## config.mk

```make
export PLATFORM = sky130hd
export DESIGN_NAME = logicnet_lut_layer_pipe
export DESIGN_NICKNAME = d
export VERILOG_FILES = /design/src/rtl/logicnet_lut_layer_pipe.sv
export SDC_FILE = /design/constraint.sdc
export NUM_CORES = 2
export LEC_CHECK = 0
export ABC_CLOCK_PERIOD_IN_PS = 32700
export BUFFER_PORTS_ARGS = -buffer_cell sky130_fd_sc_hd__buf_2
export CAP_MARGIN = 20
export CORE_UTILIZATION = 35
export DETAILED_ROUTE_END_ITERATION = 10
export GPL_ROUTABILITY_DRIVEN = 0
export PLACE_DENSITY = 0.62
export SYNTH_ARGS = -nofsm -noshare
export SYNTH_HDL_FRONTEND = slang
export SYNTH_SLANG_ARGS = --single-unit
```

## constraint.sdc

```tcl
create_clock -name clk -period 32.7 [get_ports clk]
set_clock_uncertainty 0.15 [all_clocks]
set_input_delay 3.27 -clock clk [delete_from_list [all_inputs] [get_ports clk]]
set_output_delay 3.27 -clock clk [all_outputs]
set_load 0.02 [all_outputs]
```

## src/rtl/logicnet_lut_layer_pipe.sv

```systemverilog
`default_nettype none
// ============================================================================
// Module   : logicnet_lut_layer_pipe
// Brief    : Two-stage pipelined layer of runtime-programmable LogicNets
//            neuron LUTs with valid/ready streaming and a table-write port.
// Revision : 1.0 - initial release
// ============================================================================
module logicnet_lut_layer_pipe #(
    parameter int NUM_NEURONS = 4,
    parameter int LUT_IN      = 8,
    parameter int LUT_OUT     = 1,
    parameter int NSEL_W      = $clog2(NUM_NEURONS + 1)
) (
    input  logic                            clk,
    input  logic                            rst,
    input  logic                            s_valid,
    output logic                            s_ready,
    input  logic [NUM_NEURONS*LUT_IN-1:0]   s_data,
    output logic                            m_valid,
    input  logic                            m_ready,
    output logic [NUM_NEURONS*LUT_OUT-1:0]  m_data,
    input  logic                            cfg_we,
    input  logic [NSEL_W-1:0]               cfg_neuron,
    input  logic [LUT_IN-1:0]               cfg_addr,
    input  logic [LUT_OUT-1:0]              cfg_data,
    output logic                            cfg_err
);

    localparam int c_DEPTH = 1 << LUT_IN;
    localparam int c_DW    = NUM_NEURONS * LUT_IN;
    localparam int c_OW    = NUM_NEURONS * LUT_OUT;

    logic              r_v1;
    logic              r_v2;
    logic [c_DW-1:0]   r_s1;
    logic [c_OW-1:0]   r_m_data;
    logic              r_cfg_err;
    logic [c_OW-1:0]   w_lookup;
    logic              w_adv1;
    logic              w_adv2;
    logic              w_cfg_bad;

    // A stage may advance when it is empty or the stage after it advances.
    assign w_adv2    = !r_v2 || m_ready;
    assign w_adv1    = !r_v1 || w_adv2;
    // Held low while reset is applied so nothing is offered into a pipe being cleared.
    assign s_ready   = w_adv1 && !rst;
    assign m_valid   = r_v2;
    assign m_data    = r_m_data;
    assign cfg_err   = r_cfg_err;
    assign w_cfg_bad = cfg_we && (cfg_neuron >= NSEL_W'(NUM_NEURONS));

    // Stage 1: capture the fan-in words, which serve as table addresses.
    always_ff @(posedge clk or posedge rst) begin
        if (rst) begin
            r_v1 <= 1'b0;
            r_s1 <= '0;
        end else if (w_adv1) begin
            r_v1 <= s_valid;
            if (s_valid) begin
                r_s1 <= s_data;
            end
        end
    end

    // Stage 2: register the table lookup; output holds while stalled.
    always_ff @(posedge clk or posedge rst) begin
        if (rst) begin
            r_v2     <= 1'b0;
            r_m_data <= '0;
        end else if (w_adv2) begin
            r_v2 <= r_v1;
            if (r_v1) begin
                r_m_data <= w_lookup;
            end
        end
    end

    // Out-of-range neuron index on a write produces a single-cycle error pulse.
    always_ff @(posedge clk or posedge rst) begin
        if (rst) begin
            r_cfg_err <= 1'b0;
        end else begin
            r_cfg_err <= w_cfg_bad;
        end
    end

    // One truth table per neuron. A write landing on the same edge as a stage-2
    // capture of that entry is not seen by the capture (old value is read).
    for (genvar n = 0; n < NUM_NEURONS; n++) begin : g_neuron
        logic [LUT_OUT-1:0] r_tbl [c_DEPTH];
        logic               w_we;

        assign w_we = cfg_we && (cfg_neuron == NSEL_W'(n));

        // Table storage: cleared on reset, written from the config port.
        always_ff @(posedge clk or posedge rst) begin
            if (rst) begin
                for (int i = 0; i < c_DEPTH; i++) begin
                    r_tbl[i] <= '0;
                end
            end else if (w_we) begin
                r_tbl[cfg_addr] <= cfg_data;
            end
        end

        assign w_lookup[n*LUT_OUT +: LUT_OUT] = r_tbl[r_s1[n*LUT_IN +: LUT_IN]];
    end

endmodule
`default_nettype wire

```

==> impl_metrics.env <==
export IMPL_path_common_cell="buf_2"
export IMPL_cts_resized=0
export IMPL_final_max_slew_viol_count=0
export IMPL_yosysTopAreaCell="dfrtp_1"
export IMPL_cts_root_buf="clkbuf_16"
export IMPL_power_total_uw=3065
export IMPL_multi_input_area_um2=25500
export IMPL_vias=36700
export IMPL_peakVddDrop_v=0.00004630
export IMPL_setup_viol=0
export IMPL_io_pins=56
export IMPL_synth_area_mux_share_pct=33.68
export IMPL_die_h_um=393.6
export IMPL_h_tree_depth=3
export IMPL_dpl_cell_count=6315
export IMPL_yosys_warnings=0
export IMPL_async_flop_share_pct=100.0
export IMPL_wire_per_inst_um=26.04
export IMPL_min_period_ps=7249
export IMPL_first_iter_violations=3733
export IMPL_overflow=0
export IMPL_clk_pin_slew_ps=50
export IMPL_cts_sinks=1063
export IMPL_core_region_area_um2=152100
export IMPL_finalNetCount=4453
export IMPL_synth_edf_count=0
export IMPL_yosysSeqAreaShare_pct=49.56
export IMPL_slew_limit_headroom_pct=17.95
export IMPL_synth_top_family_by_area="multiplexers"
export IMPL_synth_xor_area_share_pct=0
export IMPL_post_dp_hpwl_mm=104.6
export IMPL_cts_hold_fix_buffers=0
export IMPL_netlist_instances=4520
export IMPL_utilization_pct=39.25
export IMPL_io_buffers=55
export IMPL_endpoint_kind="output pin"
export IMPL_synthAdderAreaFrac_pct=0
export IMPL_synth_compound_area_share_pct=2.191
export IMPL_netlist_top_cells_count="dfrtp_1, mux2_2, nand2_1, nor2_1, clkbuf_1"
export IMPL_path_cells="buf_2, nor2b_1, a21oi_1, buf_2"
export IMPL_max_cap_violations=0
export IMPL_drc=0
export IMPL_worst_pin_slew_ps=1228
export IMPL_fmaxAchievable_ghz=0.1379
export IMPL_outcome="finished clean"
export IMPL_hold_violations=0
export IMPL_drive_gt1_share_pct=36.36
export IMPL_synth_area_um2=53670
export IMPL_synth_top_area_share_pct=49.56
export IMPL_start_util_pct=35.29
export IMPL_yosysMostFrequentCell="dfrtp_1"
export IMPL_period_share_pct=22.17
export IMPL_postSynthAreaPerCell_um2=11.87
export IMPL_seqCellArea_um2=26630
export IMPL_synth_simple_gate_area_share_pct=11.51
export IMPL_grt_use_total_pct=21.82
export IMPL_syn_num_nets=4569
export IMPL_grt_max_degree=189
export IMPL_worst_path_largest_cell_delay_ps=200
export IMPL_path_class="in2out"
export IMPL_cp_arrival_ps=3830
export IMPL_grt_setup_unrepaired="no"
export IMPL_area_delta_synth_final_pct=11.21
export IMPL_clock_latency_ps=710
export IMPL_start_kind="input pin"
export IMPL_tritoncts="done"
export IMPL_fin_tns_setup_ps=0
export IMPL_numCtsBuffers=116
export IMPL_row_count=143
export IMPL_fin_cells=6537
export IMPL_n_fill_cell=14530
export IMPL_slowest_stage="nor2b_1"
export IMPL_final_area_um2=59690
export IMPL_placed_cell_area_um2=55640
export IMPL_p_per_area_nw_per_um2=51.34
export IMPL_fp_dieW_um=393.6
export IMPL_synth_main_ff_cell="dfrtp_1"
export IMPL_ant_nets=0
export IMPL_hold_path_class="reg2reg"
export IMPL_power_leakage_uw=0.02663
export IMPL_viasPerCell=5.614
export IMPL_first_global_vias=37390
export IMPL_post_cts_setup_buffer_count=0
export IMPL_synth_seq_cells=1063
export IMPL_wl_mm=170.2
export IMPL_synthTopCellsByArea="dfrtp_1, mux2_2, mux4_2"
export IMPL_ys_types=59
export IMPL_clock_path_buffers=3
export IMPL_drt_pass1_iter_count=7
export IMPL_cp_required_ps=29280
export IMPL_antenna_found_initial=16
export IMPL_fp_dieArea_um2=154900
export IMPL_grt_pass1_wl_mm=255.0
export IMPL_cp_max_fo=4
critical path: cells and delay by family:
family / cells / cell delay [ps]
buffers and inverters: 2 / 250
AND/OR/NAND/NOR: 1 / 200
AO/OA/AOI/OAI: 1 / 100
cells by family after synthesis:
kind of cell	Yosys count
and+or+nand+nor	1541
muxes	1372
buffers and inverters	387
DFF	1063
AOI/OAI and AO/OA	157
path summary, 6_finish.rpt:
kind                                              startpoint                                 end  slack [ps]  depth (start not counted)
max                                                  m_ready                             s_ready       25450                          4
min                        g_neuron[2].r_tbl[90]$_DFFE_PP0P_   g_neuron[2].r_tbl[90]$_DFFE_PP0P_         340                          1
max reg2reg                              r_s1[0]$_DFFE_PP0P_               m_data[0]$_DFFE_PP0P_       27830                          8
min reg2reg                g_neuron[2].r_tbl[90]$_DFFE_PP0P_   g_neuron[2].r_tbl[90]$_DFFE_PP0P_         340                          1
max in group asynchronous                                rst  g_neuron[1].r_tbl[204]$_DFFE_PP0P_       25960                          6
min in group asynchronous                                rst  g_neuron[0].r_tbl[119]$_DFFE_PP0P_        2510                          2
state kept, by name, indices dropped and copies added (netlist names):
signal / count
r_v1: 1
cfg_err: 1
m_valid: 1
m_data: 4
g_neuron.r_tbl: 1024
r_s1: 32
per-stage QoR:
| step | setup WS, ps | hold slack [ps] |
|---|---|---|
| floorplan | 14620 | 305.5 |
| global placement | 25190 | 318.5 |
| detailed placement | 25110 | 327.4 |
| CTS | 25450 | 340.8 |
| global route | 25340 | 356.2 |
| finish | 25450 | 335.1 |
layout make-up:
cell class	count	area share [%]
clock inverter	42	0.8489
antenna	7	0.02934
tap	2030	4.255
inverter	19	0.1258
timing repair buffer	134	1.547
sequential	1063	44.62
multi-input combinational	3070	42.72
clock buffer	172	5.858
layer usage:
layer	up-vias	wire, um	global-route usage, %
li1	15590	-	-
met1	19360	71730	29.94
met2	1373	77510	33.77
met3	368	13260	4.402
met4	14	7642	8.783
met5	-	85	0
layout by cell type (no fill, tap or decap), drive strengths merged, types with 6 or more instances in the layout:
cell type / count
a31oi: 6
nand3: 54
mux2i: 61
nor3: 10
clkbuf: 172
nand2b: 15
o221ai: 12
dfrtp: 1063
bufinv: 11
inv: 18
mux2: 1074
o21ai: 11
a22oi: 37
mux4: 237
nor2b: 40
nor2: 428
nand2: 936
buf: 134
o22ai: 13
and2: 14
a211oi: 11
a21oi: 15
a2111oi: 12
nand4: 7
diode: 7
and3: 6
o211ai: 8
clkinv: 28
nor4: 9
power by group:
part	switching [uW]	internal, uW	leakage (uW)
Combinational	214	88.1	0.00991
Clock	554	822	0.00199
Sequential	53.0	1330	0.0147
Total	821	2240	0.0266
Note: power is estimated with default switching activity, not from simulation.
